===== config.mk =====
export PLATFORM = sky130hd
export DESIGN_NAME = mux_2x1
export DESIGN_NICKNAME = d
export VERILOG_FILES = /design/src/rtl/mux_2x1_pkg.sv /design/src/rtl/mux_2x1_sat_counter.sv /design/src/rtl/mux_2x1.sv
export SDC_FILE = /design/constraint.sdc
export NUM_CORES = 1
export LEC_CHECK = 0
export CAP_MARGIN = 0
export CELL_PAD_IN_SITES_DETAIL_PLACEMENT = 1
export CELL_PAD_IN_SITES_GLOBAL_PLACEMENT = 2
export CORE_UTILIZATION = 26
export DETAILED_ROUTE_END_ITERATION = 10
export PLACE_DENSITY = 0.76
export SLEW_MARGIN = 40
export SYNTH_ARGS = -nofsm -noshare
export SYNTH_HDL_FRONTEND = slang
export SYNTH_SLANG_ARGS = --single-unit

===== constraint.sdc =====
create_clock -name clk -period 2.6 [get_ports clk]
set_input_delay 0.52 -clock clk [delete_from_list [all_inputs] [get_ports clk]]
set_output_delay 0.52 -clock clk [all_outputs]
set_load 0.05 [all_outputs]

===== src/rtl/mux_2x1_pkg.sv =====
// Shared constants for the mux_2x1 leaf selector: default sizes and select encodings.
package mux_2x1_pkg;

  localparam int DEF_WIDTH = 1;
  localparam int DEF_CNT_W = 8;

  localparam logic LANE0 = 1'b0;
  localparam logic LANE1 = 1'b1;

endpackage


===== src/rtl/mux_2x1_sat_counter.sv =====
// Saturating up-counter: +1 per cycle while inc is high, holds at all-ones, sync reset.
// Latency: count visible 1 cycle after inc. No backpressure.
module sat_counter #(
  parameter int W = 8
) (
  input  logic         clk,
  input  logic         rst,
  input  logic         inc,
  output logic [W-1:0] cnt
);

  localparam logic [W-1:0] ONE = W'(1);
  localparam logic [W-1:0] MAX = '1;

  always_ff @(posedge clk) begin
    if (rst) begin
      cnt <= '0;
    end else if (inc && (cnt != MAX)) begin
      cnt <= cnt + ONE;
    end
  end

endmodule


===== src/rtl/mux_2x1.sv =====
// 2:1 lane selector with combinational dout plus a registered copy, valid and select-change count.
// Latency: dout 0 cycles, dout_q/out_valid/sel_chg_cnt 1 cycle. No backpressure; MUX_2X1_PARITY_EN adds dout_par.
module mux_2x1
  import mux_2x1_pkg::*;
#(
  parameter int WIDTH = DEF_WIDTH,
  parameter int CNT_W = DEF_CNT_W
) (
  input  logic               clk,
  input  logic               rst,
  input  logic [2*WIDTH-1:0] din,
  input  logic               sel,
  input  logic               in_valid,
  output logic [WIDTH-1:0]   dout,
  output logic [WIDTH-1:0]   dout_q,
  output logic               out_valid,
  output logic [CNT_W-1:0]   sel_chg_cnt
`ifdef MUX_2X1_PARITY_EN
  ,
  output logic               dout_par
`endif
);

  logic [WIDTH-1:0] lane0;
  logic [WIDTH-1:0] lane1;
  logic             sel_prev;

  assign lane0 = din[WIDTH-1:0];
  assign lane1 = din[2*WIDTH-1:WIDTH];

  // Plain ternary so an unknown select propagates with standard merge semantics.
  assign dout = sel ? lane1 : lane0;

  always_ff @(posedge clk) begin
    if (rst) begin
      dout_q    <= '0;
      out_valid <= 1'b0;
      sel_prev  <= LANE0;
    end else begin
      sel_prev  <= sel;
      out_valid <= in_valid;
      if (in_valid) begin
        dout_q <= dout;
      end
    end
  end

`ifdef MUX_2X1_PARITY_EN
  always_ff @(posedge clk) begin
    if (rst) begin
      dout_par <= 1'b0;
    end else if (in_valid) begin
      dout_par <= ^dout;
    end
  end
`endif

  sat_counter #(
    .W(CNT_W)
  ) u_sel_cnt (
    .clk(clk),
    .rst(rst),
    .inc(sel != sel_prev),
    .cnt(sel_chg_cnt)
  );

endmodule


## Yosys cells after proc, flatten, opt, wreduce, memory -nomap -nowiden

Index checks and enable logic that the tools add are counted.
W data, S select, Z words.

- Reduce and logical (&&, ||, !) cells: 1
- $add $sub $neg: 1
- Mux-type cells: 1
- Eq/ne operators: 2

Operators by type and width:

| operator | number |
|---|---|
| $add A8 B1 Y8 const B | 1 |
| $ne A8 B8 Y1 const B | 1 |
| $logic_and A1 B1 Y1 | 1 |
| $mux W1 | 1 |
| $ne A1 B1 Y1 | 1 |

- Input port bits: 6
- Output and inout port bits: 11
- Logic and storage cells: 9
- Bits in registers: 11

## Longest topological paths before layout

Gate-level depths: netlist (run 1).

- Word-level depth: 2
- Mapped depth: 5

## Modules after synthesis

From an unflattened synthesis (run 1), not the netlist that was laid out.

- Cell total of the unflattened synthesis: 56
- Area, all modules: 545.5 um2

Modules (own cells, without submodules):

| module | instances | cells an instance | area each (um2) |
|---|---|---|---|
| sat_counter | 1 | 46 | 430.4 |
| mux_2x1 | 1 | 10 | 115.1 |

## Least setup slack after synthesis (run 1)

Ideal clock, no wire load.

- Path type: register to register
- From: register u_sel_cnt.cnt[0]
- To: register u_sel_cnt.cnt[1]
- Required time: 2472 ps
- Arrival time: 1670 ps
- Setup slack: 802 ps
- Stages on the path, launching flop included: 6
- Path buffers: 0
- Library setup time: 128 ps
- Cell sequence: dfxtp_1 > ha_1 > nand4_1 > o21ai_0 > mux2i_1 > nor2_1

- Word-level cells in the longest chain between the ends: 2
- Elaborated cells between the ends (all ways): 3
- Those cells by class: 1 x add/sub; 1 x eq/ne; 1 x reduce/logical

Ends and longest elaborated chain:

| what | line | RTL |
|---|---|---|
| from (decl) | mux_2x1_sat_counter.sv:9 | `output logic [W-1:0] cnt` |
| from (signal assigned) | mux_2x1_sat_counter.sv:19 | `cnt <= cnt + ONE;` |
| branches (longest 2 deep; another with $add A8 B1 Y8) | -- |  |

Several ways; the timed one is not identified.
A chain may end at the register's enable or synchronous reset.

## Worst setup path in the final report (run 1)

- From: input port sel
- To: output port dout

- Word-level cells in the longest chain between the ends: 1

Ends and longest elaborated chain:

| what | line | RTL |
|---|---|---|
| from (decl) | mux_2x1.sv:12 | `input logic sel,` |
| $mux W1 | mux_2x1.sv:32 | `assign dout = sel ? lane1 : lane0;` |
| to (decl) | mux_2x1.sv:14 | `output logic [WIDTH-1:0] dout,` |

No other way between the ends.

==> results of run 1 <==
power by group through the flow:
stage	registers [mW]	clock network, mW	logic [mW]
after floorplan	0.210	0	0.0261
after global routing	0.185	0.131	0.0824
after detailed placement	0.188	0	0.0777
after CTS	0.184	0.125	0.0779
after global placement	0.187	0	0.0773
final	0.183	0.117	0.0773
path summary, 6_finish.rpt:
path | endpoint | startpoint
setup / recovery | dout | sel
hold / removal | dout_q | dout_q
setup reg to reg | u_sel_cnt.cnt[1] | u_sel_cnt.cnt[0]
hold reg to reg | dout_q | dout_q
placed cells by master (no fill, tap or decap):
cell type,synthesis,layout
sky130_fd_sc_hd__o21ai_0,2,2
sky130_fd_sc_hd__nand4_1,2,2
sky130_fd_sc_hd__nand3_1,4,4
sky130_fd_sc_hd__nand2_1,2,2
sky130_fd_sc_hd__mux2i_1,3,3
sky130_fd_sc_hd__nor3_1,5,5
sky130_fd_sc_hd__a31oi_1,1,1
sky130_fd_sc_hd__o21a_1,1,1
sky130_fd_sc_hd__ha_1,1,1
sky130_fd_sc_hd__clkbuf_4,0,3
sky130_fd_sc_hd__buf_4,0,1
sky130_fd_sc_hd__o21ba_1,1,1
sky130_fd_sc_hd__and4_1,1,1
sky130_fd_sc_hd__xnor2_1,2,2
sky130_fd_sc_hd__a21oi_1,3,3
sky130_fd_sc_hd__a211oi_1,1,1
sky130_fd_sc_hd__xor2_2,1,1
sky130_fd_sc_hd__xor2_1,1,1
sky130_fd_sc_hd__clkdlybuf4s50_1,0,15
sky130_fd_sc_hd__nor2b_1,2,2
sky130_fd_sc_hd__mux2_2,1,1
sky130_fd_sc_hd__or3_1,1,1
sky130_fd_sc_hd__clkbuf_1,1,1
sky130_fd_sc_hd__nand2b_1,1,1
sky130_fd_sc_hd__nor2_1,6,6
sky130_fd_sc_hd__dfxtp_1,11,11
worst max-delay path, stage by stage:
cell and delay (ns):
sky130_fd_sc_hd__clkdlybuf4s50_1 0.58, sky130_fd_sc_hd__mux2_2 0.38, sky130_fd_sc_hd__buf_4 0.19
metal layers:
metal,vias to the layer above,track usage [%],share of wire (%)
met5,-,0,0
met4,0,10.59,0.92
met3,2,2.381,4.1
met2,12,20.86,49
met1,216,13.87,46
li1,233,-,-
layout make-up:
cell class                 count  area [um^2]
fill                         227         1055
multi-input combinational     42        274.0
sequential                    11        220.2
timing repair buffer          16        157.7
tap                           25        31.28
clock buffer                   4        26.28
logic make-up (layout without fill, tap and decap cells):
family                     after synthesis  count (layout)
buffers and inverters                    1              20
adders and majority gates                1               1
and+or+nand+nor                         24              24
xor gates and xnor gates                 4               4
AOI/OAI and AO/OA                        9               9
DFF                                     11              11
muxes                                    4               4
flip-flops by register name, indices dropped and copies added (netlist names):
register / cells
sel_prev: 1
dout_q: 1
u_sel_cnt.cnt: 8
out_valid: 1
per-stage QoR:
step	setup slack, ns	util [%]
floorplan	0.8023	-
global placement	0.4233	38.72
detailed placement	0.3991	38.72
CTS	0.3991	40.21
global route	0.3761	40.21
finish	0.4070	40.21
==> flow_results.org, run 1 <==
** Outcome
- The run finished with clean final reports.

** Clock network
- No sink is reached through more buffers than the 2 on the longest clock path.
- In this run the number of H-tree levels came out at 1.
- TritonCTS built the clock tree.
- Post-CTS repair changed the size of 0 cells.
- The later pin in the worst-skew pair is clocked with a latency of 0.26 ns.
- Hold buffers post-CTS :: 0
- Clock input transition at the sequential cells of the worst setup and hold paths :: 0.07 ns
- CTS Root Buffer Type :: sky130_fd_sc_hd__clkbuf_4
- TritonCTS created 3 clock buffers.
- The clock drives 11 sinks.
- Setup fix buffers added after clock tree synthesis :: 0

** Placed design
- At the end of routability-driven placement, the weighted congestion stood at 0.6915.
- HPWL after detailed placement :: 868.9 um
- Dpl cell area :: 683.2 um^2
- Port-buffer cells :: 16
- Count of placed standard cells including taps :: 94

** GRT
- The number of global-route vias before repair is 431.
- Overflow left after global routing :: 0
- Antenna violations before repair :: 0
- Wire length of the first global-routing pass :: 1773 um
- Entering global routing, the biggest net connects 12 pins.
- Global routing consumed, over all layers together, 12.64% of the routing resources.

** Critical path
- The worst register-to-register path has a depth of 5.
- Along the worst path, the maximum fanout reaches 4.
- STA classifies the critical path endpoint as an output pin.
- Worst setup SP type :: input pin
- Type of the setup path with the least slack :: in2out
- Internal reg-to-reg setup slack :: 1.02 ns
- STA puts the critical path data required time at 2.08 ns.
- Data arrival, critical path :: 1.67 ns

** Timing
- Final hold viol count :: 0
- The final max-slew violation count is 0.
- Clock tree skew after final layout :: 0.002585 ns
- Remaining max-slew budget at the tightest pin :: 66.51%
- Final sum of negative setup slack :: 0 ns
- Worst Hold Slack :: 0.5028 ns
- Ratio of final minimum period to clock period :: 84.35%
- Setup repair after global routing left no endpoint under its margin.
- Transition time at the pin with the least slew margin :: 0.5008 ns
- Clock period minus final worst setup slack :: 2.193 ns
- Final setup fails :: 0
- FMAX :: 0.4560 GHz

** Drt
- Drt first pass iters :: 3
- Detail Route Antenna Nets :: 0
- After the first detailed-routing iteration, the DRC count stood at 3.
- Per-cell via count in the routed design :: 4.724
- Remaining design rule violation count :: 0
- Detailed Route WL :: 1091 um
- Dividing the detail-routed wire length by the instance count gives 11.13 um.
- Via count :: 463

** Synthesis
- Synthesis inferred 11 register bits.
- Xor/xnor cell area share of the yosys netlist :: 8.543%
- Yosys printed 0 warnings.
- Number of enable-type register cells in the synthesized netlist :: 0
- Yosys mapped the design onto 23 distinct sky130hd cell types.
- Synthesis produced a netlist whose cell count is 54.
- Most area-consuming cells after synthesis :: sky130_fd_sc_hd__dfxtp_1, sky130_fd_sc_hd__mux2i_1, sky130_fd_sc_hd__nor3_1
- Post-Synth Simple-Gate Area :: 24.37%
- Compound-cell area share of the yosys netlist :: 11.31%
- The commonest cells after synthesis are sky130_fd_sc_hd__dfxtp_1, sky130_fd_sc_hd__nor2_1, sky130_fd_sc_hd__nor3_1.
- Counting every net in the synthesized netlist gives 61.
- Most common cell in the synthesized netlist :: sky130_fd_sc_hd__dfxtp_1
- Biggest area consumer among synthesized cells :: sky130_fd_sc_hd__dfxtp_1
- Most frequently used flop master after synthesis :: sky130_fd_sc_hd__dfxtp_1
- Of the total synthesized cell area, the portion taken by full adders, half adders and majority gates is 2.513%.
- Of the synthesized area, sequential elements account for 44.22%.
- Cell area after technology mapping :: 498.0 um^2
- Area share of the leading cell type in the synthesized netlist :: 44.22%
- Share of flip-flops with an asynchronous set or reset after synthesis :: 0%
- Per-instance average area after synthesis :: 9.222 um^2
- Main combinational cell family by area after synthesis :: simple AND/OR/NAND/NOR gates
- Of the post-synthesis cell area, the part taken by muxes is 8.291%.

** Cells and area
- N_diodes :: 0
- In the final design database the tool counted 81 nets.
- After routing the design area is 709.4 um^2.
- The finished layout holds 98 standard cells, fillers aside.
- Share of cells above drive strength 1 :: 8.219%
- Post-synthesis to final-layout area growth :: 42.46%

** Pwr
- Summed over all nets, the switching power comes to 0.1123 mW.
- Internal power :: 0.2658 mW
- Worst vdd ir :: 0.1991 mV
- Clock network power share :: 31.1%
- Sequential Power Share :: 48.5%
- Leakage power figure :: 0.2416 nW
- Net switching is 29.71% of the power.
- Overall power after layout :: 0.3781 mW
- For this design the ratio of total power to cell area is 532.9 mW/mm^2.
- Combinational share of power :: 20.5%

** Floorplanning
- Initial standard-cell utilization of the core :: 28.23%
- Die Area :: 0.002094 mm^2
- From left edge to right edge, the die measures 45.77 um.
- Number of rows created at floorplan :: 15
- Pin placement for this block handled 17 I/O pins.
- Placeable core region :: 0.001764 mm^2
- In this run the vertical extent of the chip is 45.77 um.

** Min path
- In this run the worst hold path is classified as reg2reg.
- Cell depth of the worst min-delay path :: 2

** Flow run
- The tool flagged a number of max-cap violations equal to 0.
No activity file was read; power rests on OpenSTA's default activity.
==> inputs of run 2 (changes only) <==
Settings changed: CORE_UTILIZATION 26 to 22, PLACE_DENSITY 0.76 to 0.68.
Clock period 2.6 ns to 1.8 ns, I/O delays scaled along.
==> flow_results.org, run 2 (same netlist as run 1, synthesis figures left out) <==
** Placed design
- The number of input and output port buffers inserted was 16 (unchanged).
- HPWL after detailed placement :: 1016 um (+17%)
- The worst slack after detailed placement is -0.001254 ns (-0.4004 ns).
- Placer Congestion :: 0.6924 (+0.13%)
- Count of placed standard cells including taps :: 97 (+3.2%)

** Critical path
- Slowest stage cell on the critical path :: sky130_fd_sc_hd__clkdlybuf4s50_1
- Worst R2R Start :: u_sel_cnt.cnt[0]
- Critical Path Fanout Max :: 2 (-2)
- Buf/Inv on CP :: 2 (unchanged)
- Type of the setup path with the least slack :: in2out
- The endpoint identified for the worst register-to-register timing path is u_sel_cnt.cnt[1].
- Top cell family by delay on the critical path :: buffers and inverters
- The peak per-stage delay on the critical path was 0.48 ns (-0.10 ns).
- The signal on the critical path passes through clkdlybuf4s50_1 -> mux2_2 -> buf_4.
- The register-to-register setup slack is 0.18 ns (-0.84 ns).
- STA classifies the critical path startpoint as an input pin.
- Endpoint type of the worst setup path :: output pin
- The critical path starts at sel.
- The worst reg-to-reg path cell count came to 5 (unchanged).
- The required time at the worst-slack endpoint came to 1.44 ns (-0.64 ns).
- Data arrival, critical path :: 1.38 ns (-0.29 ns)

** Drt
- The average wire per standard cell came to 12.38 um (+11%).
- The routed wire length was 1250 um (+15%).
- Remaining design rule violation count :: 0 (unchanged)
- Starting DRT DRC Count :: 5 (+2)
- Drt first pass iters :: 4 (+1)
- Via count :: 482 (+4.1%)
- The number of nets still failing antenna checks after routing was 0 (unchanged).
- The via-per-instance ratio is 4.772 (+1.0%).

** Pwr
- The power share of the sequential group came to 48.8% (+0.3 points).
- The clock network fraction of design power is 30.7% (-0.4 points).
- Internal power :: 0.3825 mW (+44%)
- The static leakage was 0.2652 nW (+9.8%).
- The power per unit of standard cell area is 783.7 mW/mm^2 (+47%).
- The switching power summed over all nets came to 0.1617 mW (+44%).
- Worst vdd ir :: 0.5398 mV (+170%)
- The switching share of total power came to 29.71% (about the same).
- Combinational share of power :: 20.5% (about the same)

** Timing
- Max-slew violation count :: 0 (unchanged)
- The relative slew slack came to 69.91% (+3.4 points).
- Unrepaired setup endpoints after global routing :: false
- The transition time of the tightest slew-check pin was 0.4500 ns (-0.05080 ns).
- Of the available clock period, the critical path in the final layout requires 96.85%.
- FMAX :: 0.5736 GHz
- The number of setup violations in the final report was 0 (unchanged).
- The worst path setup slack after routing came to 0.05670 ns (-0.3503 ns).
- Clock period minus final worst setup slack :: 1.743 ns
- Clock tree skew after final layout :: 0.003224 ns (+0.0006396 ns)
- The worst hold slack after final layout is 0.5151 ns (+0.01227 ns).
- Final hold viol count :: 0 (unchanged)

** Cells and area
- Most common cell after layout, fill and taps aside :: sky130_fd_sc_hd__buf_4
- N_diodes :: 0 (unchanged)
- The number of inserted filler cells in the final layout was 263 (+16%).
- u_sel_cnt.cnt holds more flip-flops than any other register.
- The register area came to 220.2 um^2 (unchanged).
- In the layout the commonest cells are sky130_fd_sc_hd__buf_4, sky130_fd_sc_hd__dfxtp_1, sky130_fd_sc_hd__nor2_1.
- The final non-filler cell total was 101 (+3.1%).
- Flip-flop count of the largest register, all copies and words added :: 8 (unchanged)
- Relative to the synthesized area, the layout overhead comes to 39.45%.
- The number of nets in the final layout is 82 (+1.2%).
- Area occupied by multi-input gates :: 274.0 um^2 (unchanged)
- Share of cells above drive strength 1 :: 22.97% (+15 points)

** Floorplanning
- The die width came to 49.58 um (+8.3%).
- Number of ports placed on the die boundary :: 17 (unchanged)
- The height of the die is 49.58 um (+8.3%).
- Die Area :: 0.002458 mm^2 (+17%)
- Number of rows created at floorplan :: 16 (+1)
- The area of the core was 0.002042 mm^2 (+16%).
- Initial standard-cell utilization of the core :: 24.39% (-3.8 points)

** Clock network
- Insertion delay of the later-clocked pin in the worst-skew pair :: 0.26 ns (about the same)
- Setup fix buffers added after clock tree synthesis :: 0 (unchanged)
- TritonCTS built the clock tree.
- Bufs on Longest Clock Path :: 2 (unchanged)
- Number of buffers added by the clock tree synthesis step :: 3 (unchanged)
- Hold buffers post-CTS :: 0 (unchanged)
- CTS Root Buffer Type :: sky130_fd_sc_hd__clkbuf_4
- The clock-pin transition on the worst setup and hold timing paths came to 0.07 ns (about the same).
- H-tree levels :: 1 (unchanged)
- Total of cells resized after clock tree synthesis :: 0 (unchanged)
- Sink count of the clock tree :: 11 (unchanged)

** Min path
- The number of cells traversed by the worst hold path was 2 (unchanged).
- Class of the worst hold path :: reg2reg
- Critical hold path startpoint :: dout_q
- Hold-critical path endpoint :: dout_q

** Outcome
- Outcome :: completed

** GRT
- The first-pass GRT wire length was 2187 um (+23%).
- The overflow left after global routing is 0 (unchanged).
- Vias in the first global route :: 501 (+16%)
- The largest net degree at the start of global routing is 12 (unchanged).
- GRT Overall Usage :: 11.94% (-0.71 points)
- Antenna violations before repair :: 0 (unchanged)

** Flow run
- The number of max-cap violations was 0 (unchanged).
[run 2: power by group through the flow]
| stage | registers, mW | clock network [mW] | logic [mW] |
|---|---|---|---|
| after detailed placement | 0.271 | 0 | 0.114 |
| after global placement | 0.270 | 0 | 0.110 |
| after global routing | 0.268 | 0.190 | 0.119 |
| after floorplan | 0.304 | 0 | 0.0377 |
| after CTS | 0.266 | 0.177 | 0.114 |
| final | 0.266 | 0.167 | 0.112 |
[run 2: layout make-up]
class | instances | share of cell area (%)
multi-input cells | 42 | 39.46
well taps | 27 | 4.865
flip-flops and latches | 11 | 31.71
clock buffers | 4 | 3.784
repair buffers | 17 | 20.18
[run 2: per-stage QoR]
stage	setup TNS, ns	cell area, um^2	util (%)	power, mW
after floorplan	0	498.0	-	0.3416
after global placement	0	668.1	32.72	0.3802
after detailed placement	-0.001254	668.1	32.72	0.3851
after CTS	0	694.4	34.01	0.5571
after global routing	0	694.4	34.01	0.5769
final	0	694.4	34.01	0.5442
[run 2: layer usage]
metal	routed length [um]	track usage [%]	up-vias
li1	-	-	234
met5	0	0	-
met4	10	4.286	0
met2	659	21.17	18
met1	498	12.45	228
met3	81	4.938	2
[run 2: how the worst max path moves through the flow]
| stage | cells after the start | end |
|---|---|---|
| detailed placement | 6 | u_sel_cnt.cnt[1] |
| global route | 3 | dout |
| global placement | 6 | u_sel_cnt.cnt[3] |
| floorplan | 5 | u_sel_cnt.cnt[1] |
| CTS | 3 | dout |
| finish | 3 | dout |
[run 2: worst register-to-register path: cells and delay by family, from the launching register on]
kind / cells / cell delay, ns
compound gates: 1 / 0.40
flops: 1 / 0.40
simple gates: 2 / 0.21
fa+ha+maj: 1 / 0.23
mux: 1 / 0.26
